==> src/rtl/interrupt_arbiter.sv <==
// Interrupt entry sequencer: fixed-priority winner selection, boundary-gated trap request,
// and a post-ack holdoff window that masks stale request lines.
module interrupt_arbiter #(
  parameter int unsigned HOLDOFF_CYCLES = 2
) (
  input  logic        clk,
  input  logic        resetn,
  input  logic        irq1,
  input  logic        irq3,
  input  logic        irq5,
  input  logic        irq7,
  input  logic        irq9,
  input  logic        irq11,
  input  logic [31:0] mideleg,
  input  logic        instr_boundary,
  input  logic        trap_ack,
  input  logic        sync_trap,
  output logic        trap_req,
  output logic [3:0]  trap_cause,
  output logic        trap_to_s,
  output logic [1:0]  arb_state,
  output logic [15:0] taken_count
);

  typedef enum logic [1:0] {
    StIdle = 2'd0,
    StArm  = 2'd1,
    StReq  = 2'd2,
    StHold = 2'd3
  } state_e;

  localparam logic [3:0] HoldLoad  = 4'(HOLDOFF_CYCLES);
  // An abort must still spend one cycle in HOLD even with a zero holdoff.
  localparam logic [3:0] AbortLoad = (HOLDOFF_CYCLES == 0) ? 4'd1 : HoldLoad;

  state_e      state_q, state_d;
  logic        trap_req_q, trap_req_d;
  logic [3:0]  trap_cause_q, trap_cause_d;
  logic        trap_to_s_q, trap_to_s_d;
  logic [15:0] taken_count_q, taken_count_d;
  logic [3:0]  hold_cnt_q, hold_cnt_d;

  logic [3:0]  win_code;
  logic        any_irq;

  assign any_irq = irq1 | irq3 | irq5 | irq7 | irq9 | irq11;

  always_comb begin
    win_code = 4'd0;
    if (irq11)      win_code = 4'd11;
    else if (irq3)  win_code = 4'd3;
    else if (irq7)  win_code = 4'd7;
    else if (irq9)  win_code = 4'd9;
    else if (irq1)  win_code = 4'd1;
    else if (irq5)  win_code = 4'd5;
  end

  always_comb begin
    state_d       = state_q;
    trap_req_d    = trap_req_q;
    trap_cause_d  = trap_cause_q;
    trap_to_s_d   = trap_to_s_q;
    taken_count_d = taken_count_q;
    hold_cnt_d    = hold_cnt_q;

    unique case (state_q)
      StIdle: begin
        if (any_irq) begin
          trap_cause_d = win_code;
          trap_to_s_d  = mideleg[win_code];
          state_d      = StArm;
        end
      end
      StArm: begin
        if (!any_irq) begin
          state_d = StIdle;
        end else begin
          trap_cause_d = win_code;
          trap_to_s_d  = mideleg[win_code];
          if (sync_trap) begin
            state_d    = StHold;
            hold_cnt_d = AbortLoad;
          end else if (instr_boundary) begin
            trap_req_d = 1'b1;
            state_d    = StReq;
          end
        end
      end
      StReq: begin
        if (trap_ack) begin
          trap_req_d    = 1'b0;
          taken_count_d = taken_count_q + 16'd1;
          if (HoldLoad == 4'd0) begin
            state_d = StIdle;
          end else begin
            state_d    = StHold;
            hold_cnt_d = HoldLoad;
          end
        end else if (sync_trap) begin
          trap_req_d = 1'b0;
          state_d    = StHold;
          hold_cnt_d = AbortLoad;
        end
      end
      StHold: begin
        if (hold_cnt_q <= 4'd1) begin
          hold_cnt_d = 4'd0;
          state_d    = StIdle;
        end else begin
          hold_cnt_d = hold_cnt_q - 4'd1;
        end
      end
      default: state_d = StIdle;
    endcase
  end

  always_ff @(posedge clk or negedge resetn) begin
    if (!resetn) begin
      state_q       <= StIdle;
      trap_req_q    <= 1'b0;
      trap_cause_q  <= 4'd0;
      trap_to_s_q   <= 1'b0;
      taken_count_q <= 16'd0;
      hold_cnt_q    <= 4'd0;
    end else begin
      state_q       <= state_d;
      trap_req_q    <= trap_req_d;
      trap_cause_q  <= trap_cause_d;
      trap_to_s_q   <= trap_to_s_d;
      taken_count_q <= taken_count_d;
      hold_cnt_q    <= hold_cnt_d;
    end
  end

  assign trap_req    = trap_req_q;
  assign trap_cause  = trap_cause_q;
  assign trap_to_s   = trap_to_s_q;
  assign arb_state   = state_q;
  assign taken_count = taken_count_q;

endmodule

==> config.mk <==
export PLATFORM = sky130hd
export DESIGN_NAME = interrupt_arbiter
export DESIGN_NICKNAME = d
export VERILOG_FILES = /design/src/rtl/interrupt_arbiter.sv
export SDC_FILE = /design/constraint.sdc
export NUM_CORES = 1
export LEC_CHECK = 0
export BUFFER_PORTS_ARGS = -buffer_cell sky130_fd_sc_hd__buf_2
export CAP_MARGIN = 20
export CORE_ASPECT_RATIO = 0.6
export CORE_UTILIZATION = 50
export CTS_BUF_LIST = sky130_fd_sc_hd__clkbuf_16
export CTS_CLUSTER_SIZE = 8
export DETAILED_ROUTE_END_ITERATION = 7
export PLACE_DENSITY_LB_ADDON = 0.25
export SLEW_MARGIN = 5
export SYNTH_ARGS = -nofsm -noshare
export SYNTH_HDL_FRONTEND = slang
export SYNTH_SLANG_ARGS = --single-unit
export TNS_END_PERCENT = 100
==> constraint.sdc <==
create_clock -name clk -period 4.3 [get_ports clk]
set_input_delay 0 -clock clk [delete_from_list [all_inputs] [get_ports clk]]
set_output_delay 0 -clock clk [all_outputs]
set_load 0.02 [all_outputs]
# Word-level counts from Yosys, hierarchy flattened

Index checks and enable logic that the tools add are counted.

Bits in registers: 28
Input bits: 43
Output and inout bits: 24

$add $sub $neg: 2
Order comparisons: 2
Equal/unequal tests: 10
Multiplexer cells: 27
Bitwise operators: 5
Reductions and logical operators: 9

Operators with widths:

| operator                | number |
|---|---|
| $mux W4                 | 8 |
| $add A16 B1 Y16 const B | 1 |
| $mux W2                 | 7 |
| $pmux W4 S3             | 1 |
| $ne A2 B2 Y1 const B    | 5 |
| $pmux W2 S4             | 1 |
| $lt A4 B6 Y1 const B    | 1 |
| $mux W1                 | 6 |
| $mux W3                 | 2 |
| $reduce_and A2 Y1       | 3 |
| $or A1 B1 Y1            | 5 |
| $reduce_and A5 Y1       | 1 |
| $bmux W1 S4             | 1 |
| $eq A2 B2 Y1 const B    | 2 |
| $le A4 B1 Y1 const B    | 1 |
| $ne A4 B4 Y1 const B    | 1 |
| $reduce_and A4 Y1       | 1 |
| $sub A4 B1 Y4 const B   | 1 |
| $ne A3 B3 Y1 const B    | 1 |
| $reduce_bool A3 Y1      | 1 |
| $eq A2 B1 Y1 const B    | 1 |
| $logic_not A2 Y1        | 1 |
| $pmux W1 S2             | 1 |
| $reduce_bool A2 Y1      | 1 |
| $reduce_or A2 Y1        | 1 |

# Logic depth before layout (Yosys ltp)

Depth in word-level cells: 8
Depth in mapped cells: 6
Mapped depth without buffers: 6

# Least setup slack after synthesis

Ideal clock, no wire load.

Kind: register to register
From: reg state_q[0], in the netlist arb_state[0]
To: reg taken_count_q[12], in the netlist taken_count[12]
Arrival time: 1,445 ps
Data required time: 4,171 ps
Slack: 2,726 ps
Stages on the path, launching flop included: 6
Path buffers: 1
Clock period less this slack: 1,574 ps
Cells stage by stage: dfrtp_1 buf_2 nand3b_4 nor4_2 nand3_1 xnor2_1

Longest elaborated chain between the ends: 2

RTL lines:

| item                               | RTL line | RTL |
|---|---|---|
| from (decl)                        | 36       | `state_e state_q, state_d;` |
| from (signal assigned)             | 119      | `state_q <= StIdle;` |
| from (signal assigned)             | 126      | `state_q <= state_d;` |
| $eq A2 B2 Y1                       | 66       | `unique case (state_q)` |
| $reduce_and A2 Y1 (no source line) | --       |  |
| to (signal assigned)               | 130      | `taken_count_q <= taken_count_d;` |
| to (decl)                          | 40       | `logic [15:0] taken_count_q, taken_count_d;` |

Every way passes these cells.
A chain may end at the register's enable or synchronous reset.

# Final worst setup path

From: reg hold_cnt_q[0]
To: reg hold_cnt_q[2]

Longest elaborated chain between the ends: 3
Elaborated cells on any way between the ends: 4

RTL lines:

| item                                                 | RTL line | RTL |
|---|---|---|
| from (decl)                                          | 41       | `logic [3:0] hold_cnt_q, hold_cnt_d;` |
| from (signal assigned)                               | 131      | `hold_cnt_q <= hold_cnt_d;` |
| $sub A4 B1 Y4 / $le A4 B1 Y1 (equally long branches) | 110, 106 |  |
| $mux W4 (*)                                          | 106      | `if (hold_cnt_q <= 4'd1) begin` |
| $pmux W4 S3 (*)                                      | 66       |  |

Every way passes the cells marked *; elsewhere a longest branch is shown, timed or not.

==> metrics.txt <==
Pwr per Cell Area=568 nW/um2; initial DRC count=55; GPL Wtd Cong=0.854; Worst Path Max Fanout=4; post-route insts no fill=233; first-pass GRT wire length=5800 um; HPWL after DPL=2680 um; register bit total from synthesis=28; fin nets=240; Layout fillers=218; placed insts=228; worst reg2reg path endpoint=hold_cnt_q[2]$_DFFE_PN0P_; IO Pins=67; CP startpoint=hold_cnt_q[0]$_DFFE_PN0P_; Final TNS setup=0 ns; Buffers on Ports=43; cells along the critical path=inv_1 > ha_1 > or2_2 > a221oi_1 > o21ai_0 > a21oi_1; final-report hold violation count=0; Mean Syn Cell Area=10.0 um2; Final period util=0.402; max incr delay on CP=0.37 ns; Synth warnings=0; DR vias/cell=5.54; worst slew pin tran=0.599 ns; Worst path slowest cell=dfrtp_1; RSZ-0062 raised after global routing=no; CORE AREA=2650 um2; number of detailed-route iterations in the first pass=5; worst vdd ir=0.000397 V; post-CTS resize count=0; most frequent cells in the layout=buf_2, dfrtp_1, nand2_1; final core occ=0.686; initial core utilization=0.556; CP Depth=6; sequential area share after synthesis=0.477; outcome=complete, no violations; vias in the first global route=1223; P_leak=0.870 nW; # DRC=0; r2r worst-path depth=6; Die Y=44 um; Critical Path End=hold_cnt_q[2]$_DFFE_PN0P_; TritonCTS clock tree=done; Die Width=72.0 um; synthesized instance count=147; Req. time, crit path=4.48 ns; CP Launch Type=flip-flop; CTS Buf Count=3; CP top delay family=compound AO/OA/AOI/OAI gates; clock root buffer master=clkbuf_16; Final Critical Period=1.73 ns; skew final=0.00598 ns; buffers and inverters on the worst path=1; overall global routing resource usage=0.251; antenna viol nets, final=0; largest net degree at the start of global routing=29; initial antenna violation count=0; share of layout cells above drive strength 1=0.295; PnR Total Power=1.03 mW; GR Overflow Total=0; syn nets=193; Routed WL=3530 um; Reg clk slew, reported paths=0.07 ns; Data arrival, critical path=1.91 ns; max-slew violation count=0; Max transition margin=0.601; clk sinks=28; Setup Crit Path Kind=flip-flop to flip-flop; clk_lat worst skew=0.26 ns; # H-tree levels=1; Hold Crit Class=input port to flip-flop; Inserted Diodes=0; area delta synth->final=23.5%; clk buf depth=2; Avg WL per Cell=15.2 um; Achievable Freq=0.578 GHz; R2R Path Start=hold_cnt_q[0]$_DFFE_PN0P_; setup slack, reg-to-reg=2.57 ns; post-synthesis cell type count=41; Max-Cap Viols=0; most common cell after layout, fill and taps aside=buf_2; Post-Syn Area=1470 um2; Setup Viol. Count Final=0; via count=1290; cell row count=14; die area=3170 um2; Worst setup EP type=flip-flop
what timing repair did:
| action | CTS | global route |
|---|---|---|
| hold buffers | 1 | 0 |
| buffers inserted | 0 | 0 |
| setup endpoints to repair | 0 | 0 |
| hold endpoints to repair | 28 | 0 |
Yosys cell counts:
| cell type | n | area share |
|---|---|---|
| dfrtp_1 | 28 | 0.48 |
| and3_1 | 2 | 0.0085 |
| nand2_1 | 16 | 0.041 |
| nand3b_4 | 1 | 0.014 |
| nand4_1 | 4 | 0.017 |
| a311oi_1 | 1 | 0.0060 |
| a32oi_1 | 1 | 0.0060 |
| nor2_1 | 11 | 0.028 |
| nor3b_1 | 1 | 0.0051 |
| o21ai_0 | 12 | 0.041 |
| inv_1 | 5 | 0.013 |
| a221oi_1 | 1 | 0.0060 |
| a22o_1 | 1 | 0.0060 |
| buf_2 | 1 | 0.0034 |
| a21o_1 | 3 | 0.015 |
| a22oi_1 | 1 | 0.0051 |
| a21o_2 | 2 | 0.012 |
| o31a_2 | 1 | 0.0068 |
| mux2i_1 | 1 | 0.0068 |
| ha_1 | 3 | 0.026 |
| a2111oi_0 | 1 | 0.0060 |
| nor4_2 | 1 | 0.0085 |
| nor3_1 | 1 | 0.0034 |
| a211o_1 | 1 | 0.0060 |
| and3b_1 | 1 | 0.0060 |
| nand3_1 | 6 | 0.020 |
| o31ai_1 | 1 | 0.0051 |
| nor2b_1 | 1 | 0.0043 |
| a211oi_1 | 2 | 0.010 |
| a21oi_1 | 9 | 0.031 |
| or3_1 | 1 | 0.0043 |
| or2_2 | 2 | 0.0085 |
| clkbuf_1 | 1 | 0.0026 |
| nor3_2 | 2 | 0.014 |
| xor2_1 | 2 | 0.012 |
| nand2b_1 | 1 | 0.0043 |
| xnor2_1 | 13 | 0.077 |
| o211ai_1 | 2 | 0.010 |
| mux2_2 | 1 | 0.0077 |
| o31a_1 | 1 | 0.0060 |
| nor3_4 | 1 | 0.011 |
report_power, final:
| group | internal [mW] | switching, mW | leakage, nW |
|---|---|---|---|
| clock network | 0.124 | 0.0819 | 0.0385 |
| logic | 0.157 | 0.252 | 0.476 |
| registers | 0.331 | 0.0858 | 0.355 |
| total | 0.612 | 0.420 | 0.870 |
per-stage QoR:
step | hold WS, ns | area, um2 | setup WS [ns]
after global routing | 0.0986 | 1820 | 2.43
after global placement | 0.0365 | 1730 | 2.71
after CTS | 0.0893 | 1820 | 2.61
after floorplan | -0.296 | 1470 | 2.73
final | 0.0961 | 1820 | 2.57
after detailed placement | 0.0419 | 1730 | 2.63
layer usage:
metal	GRT usage	vias up	wire (um)
met1	0.338	611	1610
met4	0.0863	0	74
met5	0	-	0
met2	0.400	48	1600
li1	-	621	-
met3	0.0651	10	252
sequential cells by signal, indices dropped and copies added, names as in the netlist, named ones only:
name	cells
trap_cause	4
trap_req	1
arb_state	1
trap_to_s	1
taken_count	16
hold_cnt_q	4
kinds of logic (layout without fill, tap and decap cells):
| group | count (synthesis) | after routing | synth area share |
|---|---|---|---|
| buffers and inverters | 7 | 53 | 0.0187 |
| flip-flops | 28 | 28 | 0.477 |
| AND/OR/NAND/NOR | 52 | 52 | 0.197 |
| adder cells (fa/ha/maj) | 3 | 3 | 0.0255 |
| XOR/XNOR | 15 | 15 | 0.0894 |
| AO/OA/AOI/OAI | 40 | 40 | 0.178 |
| multiplexers | 2 | 2 | 0.0145 |
cell type report:
type	count	area [um2]	share of cell area
clock inverter	1	3.75	0.00207
multi-input combinational	112	742	0.409
tap	40	50.0	0.0276
clock buffer	3	75.1	0.0414
inverter	5	18.8	0.0103
timing repair buffer	44	225	0.124
sequential	28	701	0.386
how the worst min path moves through the flow:
stage | from | to | cells after the start
6_report | instr_boundary | flip-flop | 3
5_1_grt | instr_boundary | flip-flop | 3
4_1_cts | instr_boundary | flip-flop | 3
3_5_place_dp | resetn | trap_cause[1]$_DFFE_PN0P_ | 1
3_3_place_gp | resetn | hold_cnt_q[3]$_DFFE_PN0P_ | 1
2_1_floorplan | resetn | async pin | 0
tightest hold or removal path: cells and delay by family:
family,cells,cell delay (ns)
buf+inv,1,0.08
compound gates,2,0.22
(Power assumes the default switching activity.)
